<file path="src/rtl/mem_arb_pkg.sv">
// Shared constants and encodings for the memory port arbiter.
// Round-robin arbitration is enabled by defining MEM_ARB_RR_EN.
package mem_arb_pkg;

   localparam int MEM_ADDR_W = 28;
   localparam int MEM_DATA_W = 128;

   typedef enum logic [1:0] {
      IDLE    = 2'd0,
      BUSY    = 2'd1,
      RELEASE = 2'd2
   } state_t;

   typedef enum logic {
      SIDE_I = 1'b0,
      SIDE_D = 1'b1
   } side_t;

endpackage

</file>
<file path="src/rtl/mem_port_arbiter_if.sv">
// Requester and slow-memory signals of the shared memory port.
// slave: arbiter view; master: requesters plus memory view.
interface mem_port_arbiter_if #(
   parameter int ADDR_W = mem_arb_pkg::MEM_ADDR_W,
   parameter int DATA_W = mem_arb_pkg::MEM_DATA_W
) ();

   logic              req_read_I;
   logic              req_write_I;
   logic [ADDR_W-1:0] req_addr_I;
   logic [DATA_W-1:0] req_wdata_I;
   logic [DATA_W-1:0] rdata_I;
   logic              ready_I;

   logic              req_read_D;
   logic              req_write_D;
   logic [ADDR_W-1:0] req_addr_D;
   logic [DATA_W-1:0] req_wdata_D;
   logic [DATA_W-1:0] rdata_D;
   logic              ready_D;

   logic              mem_read;
   logic              mem_write;
   logic [ADDR_W-1:0] mem_addr;
   logic [DATA_W-1:0] mem_wdata;
   logic [DATA_W-1:0] mem_rdata;
   logic              mem_ready;

   modport slave (
      input  req_read_I, req_write_I, req_addr_I, req_wdata_I,
      input  req_read_D, req_write_D, req_addr_D, req_wdata_D,
      input  mem_rdata, mem_ready,
      output rdata_I, ready_I, rdata_D, ready_D,
      output mem_read, mem_write, mem_addr, mem_wdata
   );

   modport master (
      output req_read_I, req_write_I, req_addr_I, req_wdata_I,
      output req_read_D, req_write_D, req_addr_D, req_wdata_D,
      output mem_rdata, mem_ready,
      input  rdata_I, ready_I, rdata_D, ready_D,
      input  mem_read, mem_write, mem_addr, mem_wdata
   );

endinterface

</file>
<file path="src/rtl/mem_port_arbiter_latch.sv">
// Request latch: holds the granted command stable on the memory port.
// Loaded once per transaction in IDLE, cleared by reset.
module mem_req_latch #(
   parameter int ADDR_W = mem_arb_pkg::MEM_ADDR_W,
   parameter int DATA_W = mem_arb_pkg::MEM_DATA_W
) (
   input  logic              clk,
   input  logic              rst_n,
   input  logic              load,
   input  logic              read_d,
   input  logic              write_d,
   input  logic [ADDR_W-1:0] addr_d,
   input  logic [DATA_W-1:0] wdata_d,
   output logic              read,
   output logic              write,
   output logic [ADDR_W-1:0] addr,
   output logic [DATA_W-1:0] wdata
);

   always_ff @(posedge clk or negedge rst_n) begin
      if (!rst_n) begin
         read  <= 1'b0;
         write <= 1'b0;
         addr  <= '0;
         wdata <= '0;
      end else if (load) begin
         read  <= read_d;
         write <= write_d;
         addr  <= addr_d;
         wdata <= wdata_d;
      end
   end

endmodule

</file>
<file path="src/rtl/mem_port_arbiter.sv">
// Two-requester (I/D) arbiter for a single slow-memory line port.
// Fixed D priority by default; round-robin with MEM_ARB_RR_EN.
module mem_port_arbiter
   import mem_arb_pkg::*;
#(
   parameter int ADDR_W = MEM_ADDR_W,
   parameter int DATA_W = MEM_DATA_W
) (
   input logic clk,
   input logic rst_n,
   mem_port_arbiter_if.slave bus
);

   state_t state;
   state_t state_nxt;
   side_t  grant;
   side_t  win;
   side_t  tie_side;

   logic pend_i;
   logic pend_d;
   logic load;
   logic done;

   logic              sel_rd;
   logic              sel_wr;
   logic [ADDR_W-1:0] sel_addr;
   logic [DATA_W-1:0] sel_wdata;

   logic              lat_rd;
   logic              lat_wr;
   logic [ADDR_W-1:0] lat_addr;
   logic [DATA_W-1:0] lat_wdata;

   logic [DATA_W-1:0] rdata_i_q;
   logic [DATA_W-1:0] rdata_d_q;

   assign pend_i = bus.req_read_I | bus.req_write_I;
   assign pend_d = bus.req_read_D | bus.req_write_D;
   assign load   = (state == IDLE) && (pend_i || pend_d);
   assign done   = (state == BUSY) && bus.mem_ready;

`ifdef MEM_ARB_RR_EN
   side_t last_grant;

   assign tie_side = side_t'(~last_grant);

   always_ff @(posedge clk or negedge rst_n) begin
      if (!rst_n)
         last_grant <= SIDE_I;
      else if (load)
         last_grant <= win;
   end
`else
   assign tie_side = SIDE_D;
`endif

   always_comb begin
      win = SIDE_D;
      unique case (1'b1)
         pend_i && pend_d:  win = tie_side;
         pend_d && !pend_i: win = SIDE_D;
         pend_i && !pend_d: win = SIDE_I;
         default:           win = SIDE_D;
      endcase
   end

   // A write wins over a simultaneous read from the same side
   always_comb begin
      sel_wr    = bus.req_write_I;
      sel_rd    = bus.req_read_I;
      sel_addr  = bus.req_addr_I;
      sel_wdata = bus.req_wdata_I;
      if (win == SIDE_D) begin
         sel_wr    = bus.req_write_D;
         sel_rd    = bus.req_read_D;
         sel_addr  = bus.req_addr_D;
         sel_wdata = bus.req_wdata_D;
      end
   end

   mem_req_latch #(
      .ADDR_W (ADDR_W),
      .DATA_W (DATA_W)
   ) u_latch (
      .clk     (clk),
      .rst_n   (rst_n),
      .load    (load),
      .read_d  (sel_rd & ~sel_wr),
      .write_d (sel_wr),
      .addr_d  (sel_addr),
      .wdata_d (sel_wdata),
      .read    (lat_rd),
      .write   (lat_wr),
      .addr    (lat_addr),
      .wdata   (lat_wdata)
   );

   always_ff @(posedge clk or negedge rst_n) begin
      if (!rst_n)
         state <= IDLE;
      else
         state <= state_nxt;
   end

   always_comb begin
      state_nxt = state;
      unique case (state)
         IDLE:    if (pend_i || pend_d) state_nxt = BUSY;
         BUSY:    if (bus.mem_ready) state_nxt = RELEASE;
         RELEASE: state_nxt = IDLE;
         default: state_nxt = IDLE;
      endcase
   end

   always_ff @(posedge clk or negedge rst_n) begin
      if (!rst_n)
         grant <= SIDE_D;
      else if (load)
         grant <= win;
   end

   always_ff @(posedge clk or negedge rst_n) begin
      if (!rst_n) begin
         rdata_i_q <= '0;
         rdata_d_q <= '0;
      end else if (done) begin
         if (grant == SIDE_I)
            rdata_i_q <= bus.mem_rdata;
         else
            rdata_d_q <= bus.mem_rdata;
      end
   end

   assign bus.mem_addr  = lat_addr;
   assign bus.mem_wdata = lat_wdata;

   always_comb begin
      bus.mem_read  = 1'b0;
      bus.mem_write = 1'b0;
      bus.ready_I   = 1'b0;
      bus.ready_D   = 1'b0;
      bus.rdata_I   = rdata_i_q;
      bus.rdata_D   = rdata_d_q;
      if (state == BUSY) begin
         bus.mem_read  = lat_rd;
         bus.mem_write = lat_wr;
      end
      // Memory data passes straight through on the completion cycle
      if (done) begin
         if (grant == SIDE_I) begin
            bus.ready_I = 1'b1;
            bus.rdata_I = bus.mem_rdata;
         end else begin
            bus.ready_D = 1'b1;
            bus.rdata_D = bus.mem_rdata;
         end
      end
   end

endmodule

</file>
<file path="src/flat_wrapper.sv">
// flat-port wrapper written by rule: the top's interface ports become plain ports
module mem_port_arbiter_flat import mem_arb_pkg::*;
#(
   parameter int ADDR_W = MEM_ADDR_W,
   parameter int DATA_W = MEM_DATA_W
)
  (clk, rst_n, bus_req_read_I, bus_req_write_I, bus_req_addr_I, bus_req_wdata_I, bus_req_read_D, bus_req_write_D, bus_req_addr_D, bus_req_wdata_D, bus_mem_rdata, bus_mem_ready, bus_rdata_I, bus_ready_I, bus_rdata_D, bus_ready_D, bus_mem_read, bus_mem_write, bus_mem_addr, bus_mem_wdata);
  mem_port_arbiter_if #(.ADDR_W(ADDR_W), .DATA_W(DATA_W)) bus_i ();
  input logic clk;
  input logic rst_n;
  input wire logic [$bits(bus_i.req_read_I)-1:0] bus_req_read_I;
  input wire logic [$bits(bus_i.req_write_I)-1:0] bus_req_write_I;
  input wire logic [$bits(bus_i.req_addr_I)-1:0] bus_req_addr_I;
  input wire logic [$bits(bus_i.req_wdata_I)-1:0] bus_req_wdata_I;
  input wire logic [$bits(bus_i.req_read_D)-1:0] bus_req_read_D;
  input wire logic [$bits(bus_i.req_write_D)-1:0] bus_req_write_D;
  input wire logic [$bits(bus_i.req_addr_D)-1:0] bus_req_addr_D;
  input wire logic [$bits(bus_i.req_wdata_D)-1:0] bus_req_wdata_D;
  input wire logic [$bits(bus_i.mem_rdata)-1:0] bus_mem_rdata;
  input wire logic [$bits(bus_i.mem_ready)-1:0] bus_mem_ready;
  output wire logic [$bits(bus_i.rdata_I)-1:0] bus_rdata_I;
  output wire logic [$bits(bus_i.ready_I)-1:0] bus_ready_I;
  output wire logic [$bits(bus_i.rdata_D)-1:0] bus_rdata_D;
  output wire logic [$bits(bus_i.ready_D)-1:0] bus_ready_D;
  output wire logic [$bits(bus_i.mem_read)-1:0] bus_mem_read;
  output wire logic [$bits(bus_i.mem_write)-1:0] bus_mem_write;
  output wire logic [$bits(bus_i.mem_addr)-1:0] bus_mem_addr;
  output wire logic [$bits(bus_i.mem_wdata)-1:0] bus_mem_wdata;
  assign bus_i.req_read_I = bus_req_read_I;
  assign bus_i.req_write_I = bus_req_write_I;
  assign bus_i.req_addr_I = bus_req_addr_I;
  assign bus_i.req_wdata_I = bus_req_wdata_I;
  assign bus_i.req_read_D = bus_req_read_D;
  assign bus_i.req_write_D = bus_req_write_D;
  assign bus_i.req_addr_D = bus_req_addr_D;
  assign bus_i.req_wdata_D = bus_req_wdata_D;
  assign bus_i.mem_rdata = bus_mem_rdata;
  assign bus_i.mem_ready = bus_mem_ready;
  assign bus_rdata_I = bus_i.rdata_I;
  assign bus_ready_I = bus_i.ready_I;
  assign bus_rdata_D = bus_i.rdata_D;
  assign bus_ready_D = bus_i.ready_D;
  assign bus_mem_read = bus_i.mem_read;
  assign bus_mem_write = bus_i.mem_write;
  assign bus_mem_addr = bus_i.mem_addr;
  assign bus_mem_wdata = bus_i.mem_wdata;
  mem_port_arbiter #(.ADDR_W(ADDR_W), .DATA_W(DATA_W)) u_core (.clk(clk), .rst_n(rst_n), .bus(bus_i));
endmodule
</file>
<file path="config.mk">
export PLATFORM = sky130hd
export DESIGN_NAME = mem_port_arbiter_flat
export DESIGN_NICKNAME = d
export VERILOG_FILES = /design/src/rtl/mem_arb_pkg.sv /design/src/rtl/mem_port_arbiter_if.sv /design/src/rtl/mem_port_arbiter_latch.sv /design/src/rtl/mem_port_arbiter.sv /design/src/flat_wrapper.sv
export SDC_FILE = /design/constraint.sdc
export NUM_CORES = 1
export LEC_CHECK = 0
export BUFFER_PORTS_ARGS = -buffer_cell sky130_fd_sc_hd__buf_2
export CORE_AREA = 2 2 334 336
export DETAILED_ROUTE_END_ITERATION = 6
export DIE_AREA = 0 0 336 338
export PLACE_DENSITY = 0.44
export SYNTH_ARGS = -nofsm -noshare
export SYNTH_HDL_FRONTEND = slang
export SYNTH_SLANG_ARGS = --single-unit
</file>
<file path="constraint.sdc">
create_clock -name clk -period 2.9 [get_ports clk]
set_input_delay 0.725 -clock clk [delete_from_list [all_inputs] [get_ports clk]]
set_output_delay 0.725 -clock clk [all_outputs]
set_load 0.005 [all_outputs]
</file>
# Word-level counts from Yosys, hierarchy flattened
# Index checks and enable logic that the tools add are counted.
[totals]
ram_bits = 0
latch_bits = 0
wordCells = 40
input_bits = 447
regBits = 417
output_inout_bits = 416
mem_bits_ro = 0
memories = 0
[classes]
n_mul = 0
div = 0
order_cmp = 0
shifts = 0
n_addsub = 0
mux = 18
reduce_logical = 7
bitwise = 4
n_eq_ne = 3
[ops]
columns = ["cell", "count"]
rows = [
  ["$mux W128", 5],
  ["$mux W28", 1],
  ["$mux W1", 9],
  ["$mux W2", 2],
  ["$ne A2 B2 Y1 const B", 2],
  ["$pmux W2 S2", 1],
  ["$logic_and A1 B1 Y1", 3],
  ["$eq A2 B1 Y1 const B", 1],
  ["$logic_not A2 Y1", 1],
  ["$or A1 B1 Y1", 2],
  ["$reduce_and A2 Y1", 1],
  ["$and A1 B1 Y1", 1],
  ["$logic_not A1 Y1", 1],
  ["$logic_or A1 B1 Y1", 1],
  ["$not A1 Y1", 1],
]

# Logic depth before layout (Yosys ltp)
[logic_depth]
ltp_word = 6
mapped_depth = 6
mapped_depth_nobuf = 4

# By module
# A second synthesis with hierarchy kept.
[hier_totals]
cells_unflattened = 1071
area_unflattened_um2 = 18418.9
[by_module_without_submodules]
columns = ["module", "n_inst", "cells_each", "area_each_um2", "seq_area_each_um2"]
rows = [
  ["mem_port_arbiter", 1, 737, 12119.1, 6482.5],
  ["mem_req_latch", 1, 334, 6299.8, 3953.8],
]

# Worst setup path after synthesis
# No wires, ideal clock.
[synth_timing]
path_type = "input-to-output"
from = "in bus_mem_ready"
to = "out bus_rdata_I[118]"
slack_ps = 445
stages = 5
n_path_buf = 2
t_arrival_ps = 1730
t_required_ps = 2175
path_cell_list = "inv_1 nor3b_2 buf_2 buf_4 mux2_2"
[synth_between]
elab_chain_cells = 2
[synth_lines]
columns = ["item", "line_no", "source"]
rows = [
  ["start, declared", "flat_wrapper.sv:20", "input wire logic [$bits(bus_i.mem_ready)-1:0] bus_mem_ready;"],
  ["$logic_and A1 B1 Y1", "mem_port_arbiter.sv:41", "assign done = (state == BUSY) && bus.mem_ready;"],
  ["$mux W128", "--", ""],
  ["end, declared", "flat_wrapper.sv:21", "output wire logic [$bits(bus_i.rdata_I)-1:0] bus_rdata_I;"],
]
# Every way passes these cells.

# Worst setup path in the final report
[layout_timing]
from = "reg u_core.state[1]"
to = "out bus_rdata_I[121]"
[layout_between]
elab_chain_cells = 3
[layout_lines]
columns = ["item", "line_no", "source"]
rows = [
  ["start, declared", "mem_port_arbiter.sv:14", "state_t state;"],
  ["start signal, assigned", "mem_port_arbiter.sv:103", "state <= state_nxt;"],
  ["$eq A2 B1 Y1", "mem_port_arbiter.sv:41", ""],
  ["$logic_and A1 B1 Y1", "mem_port_arbiter.sv:41", ""],
  ["$mux W128", "--", ""],
]
# Every way passes these cells.

==> results.toml <==
[sta]
worst_pin_slew_ns = 1.01
maxSlewViolCount = 0
grt_setup_unrepaired = "true"
skew_ns = 0.0227
post-route-period-util = 1.11
finalSetupTns_ns = -67.27
setup_slack_ns = -0.328
finalCriticalPeriod_ns = 3.23
hold_viol = 0
max_freq_mhz = 310
relSlewSlack = 0.330
setup_viol = 256

[setup_path]
start_kind = "register"
crit_required_ns = 2.17
crit_family = "buffers and inverters"
worst-setup-path-type = "reg -> out"
slowest_delay_ns = 0.46
slowest_stage = "dfrtp_4"
timing.critical_path.cells = "and2b_1 -> nor3b_4 -> buf_12 -> buf_12 -> clkbuf_16 -> mux2_2 -> buf_2"
crit_path_frequent_cell = "buf_12"
cp_max_fo = 8
arrival_ns = 2.50
cp-end-kind = "output pin"
crit_buf_inv = 4

[route]
drtPass1Iterations = 4
drt_iter0_markers = 703
antenna_left = 0
vias = 14100
drc = 0
vias_per_cell = 3.96
drt-wirelength-per-cell_um = 23.0
routed_wl_mm = 81.9

[run_status]
status = "complete, but fails checks"
violations = "setup timing"

[logic_synthesis]
syn-num-nets = 1565
synthDistinctLibCells = 23
yosysSeqAreaShare = 0.615
yosysWarningCount = 0
synth_area_um2 = 17000
syn_avg_cell_area_um2 = 15.2
ys_seq_elements = 417
syn_inst = 1118

[floorplanning]
die_area_um2 = 114000
start_util = 0.154
die_w_um = 336
rows = 122
die_height_um = 338
core_area_um2 = 110000
boundaryPins = 863

[clock_tree]
clock_sinks = 417
clk_pin_slew_ns = 0.06
clock_latency_ns = 0.62
cts_tree = "done"
clockBufferDepth = 3
ctsHtreeMaxLevel = 2
cts-root-buf = "clkbuf_16"
cts_made_buffers = 50

[global_routing]
grt_pass1_vias = 14200
grt_max_degree = 158
antenna_found_initial = 38
grt-ovfl-total = 0
grt_first_pass_wirelength_mm = 109
gr-usage-all-layers = 0.132

[run]
max_cap_viol_count = 0

[pwr]
peakVddDrop_uv = 530
cellPowerDensity_nw_per_um2 = 1130
p_leak_uw = 0.0123

[layout]
final_area_um2 = 27000
area_growth_pct = 59.0
layout-drive-gt1-share = 0.652
final_nets = 2480

[place]
gp_congestion = 0.820
hpwlAfterDp_mm = 60.7
portBuffers = 862
place_area_um2 = 23400

[min_path]
hp-class = "in -> reg"
[final cells by class]
| type | count | area, µm² |
|---|---|---|
| fillers | 11700 | 83100 |
| flip-flops and latches | 417 | 10400 |
| repair buffers | 977 | 6470 |
| multi-input cells | 583 | 6440 |
| well taps | 1488 | 1860 |
| clock buffers | 69 | 1440 |
| clock inverters | 21 | 289 |
| inverters | 4 | 15.0 |
| diodes | 6 | 15.0 |
[registers in the layout, indices dropped and copies added, names as in the netlist]
register,flops
u_core.u_latch.read,1
u_core.u_latch.wdata,128
u_core.rdata_i_q,128
u_core.rdata_d_q,128
u_core.u_latch.write,1
u_core.state,2
u_core.u_latch.addr,28
u_core.grant,1
[power by group]
| part | internal [µW] | total (µW) | switching, µW | leakage (µW) |
|---|---|---|---|---|
| registers | 8720 | 9900 | 1180 | 0.00484 |
| logic | 7640 | 13800 | 6160 | 0.00657 |
| clock network | 4020 | 6690 | 2670 | 0.000849 |
[through the flow]
step / hold slack (ns) / setup slack [ns] / total power, µW / utilization / instances
6_report: 0.369 / -0.328 / 30400 / 0.245 / 3565
5_1_grt: 0.332 / -0.465 / 32200 / 0.245 / 3564
4_1_cts: 0.307 / -0.484 / 29300 / 0.234 / 3529
3_5_place_dp: 0.478 / -0.155 / 21600 / 0.213 / 3425
3_3_place_gp: 0.473 / -0.142 / 21500 / 0.213 / 3425
2_1_floorplan: 0.429 / 0.445 / 15300 / - / 1118
[placed cells by master, fill, tap and decap left out]
| cell | count |
|---|---|
| buf_2 | 772 |
| dfrtp_1 | 414 |
| or4_1 | 156 |
| mux2_2 | 130 |
| o221a_1 | 129 |
| mux2_4 | 127 |
| buf_6 | 100 |
| clkbuf_16 | 61 |
| buf_4 | 55 |
| o221a_2 | 27 |
| buf_12 | 26 |
| clkbuf_8 | 10 |
| clkinv_2 | 8 |
| clkbuf_1 | 8 |
| buf_16 | 7 |
| diode_2 | 6 |
| bufinv_16 | 6 |
| buf_8 | 6 |
| inv_1 | 4 |
| and2_1 | 3 |
| clkinvlp_4 | 3 |
| clkinv_4 | 2 |
| dfrtp_4 | 2 |
| and2b_1 | 1 |
| nor3b_4 | 1 |
| nand3_4 | 1 |
| nor2_1 | 1 |
| nor2_4 | 1 |
| or4b_4 | 1 |
| a211oi_4 | 1 |
| a21o_1 | 1 |
| a21oi_1 | 1 |
| mux2i_1 | 1 |
| o21a_1 | 1 |
| inv_16 | 1 |
| inv_6 | 1 |
| dlygate4sd3_1 | 1 |
| dfstp_2 | 1 |
[metal layers]
layer  vias up  share of wire  global-route usage
li1       6249              -                   -
met1      7069           0.39               0.153
met2       664           0.49               0.227
met3       135          0.090              0.0479
met4         8          0.021              0.0374
met5         -        0.00054                   0
[logic make-up (layout without fill, tap and decap cells)]
| kind of cell | after synthesis | in the layout | synth area share |
|---|---|---|---|
| flip-flops | 417 | 417 | 0.615 |
| AO/OA/AOI/OAI | 160 | 160 | 0.105 |
| other | 0 | 6 | 0 |
| AND/OR/NAND/NOR | 165 | 165 | 0.0728 |
| buffers and inverters | 118 | 1071 | 0.0357 |
| multiplexers | 258 | 258 | 0.171 |
[worst paths after layout]
path / cells after the start / from / slack (ns) / end
max: 7 / u_core.state[1] / -0.33 / bus_rdata_I[121]
min: 2 / bus_mem_rdata[18] / 0.37 / u_core.rdata_i_q[18]
max reg2reg: 4 / u_core.state[1] / 0.51 / u_core.u_latch.wdata[114]
min reg2reg: 1 / u_core.rdata_d_q[33] / 0.49 / u_core.rdata_d_q[33]
max in group asynchronous: 4 / rst_n / 1.36 / u_core.rdata_i_q[24]
min in group asynchronous: 2 / rst_n / 0.66 / u_core.u_latch.wdata[104]
[Yosys cell counts, drive strengths merged]
master  count  share of area
a21o        1        0.00044
mux2      257           0.17
dfstp       1         0.0015
and2b       1        0.00044
or4       156          0.069
clkbuf     61          0.013
nor3b       1        0.00074
mux2i       1        0.00059
nand3       1        0.00029
inv         4        0.00088
o221a     156           0.10
o21a        1        0.00044
nor2        2        0.00059
a211oi      1        0.00074
dfrtp     416           0.61
buf        53          0.021
and2        3         0.0011
or4b        1        0.00059
a21oi       1        0.00029
[repair_timing]
action	CTS	global route
resized for setup	96	168
setup buffers	11	17
hold buffers	1	0
endpoints found under the hold margin	1	0
cloned	2	14
endpoints found under the setup margin	257	258
[worst register-to-register path: stages, from the launching register on]
cell     delay (ns)
dfrtp_4        0.40
buf_4          0.50
buf_4          0.81
or4_1          0.44
o221a_1        0.20
No activity file was read; power rests on OpenSTA's default activity.
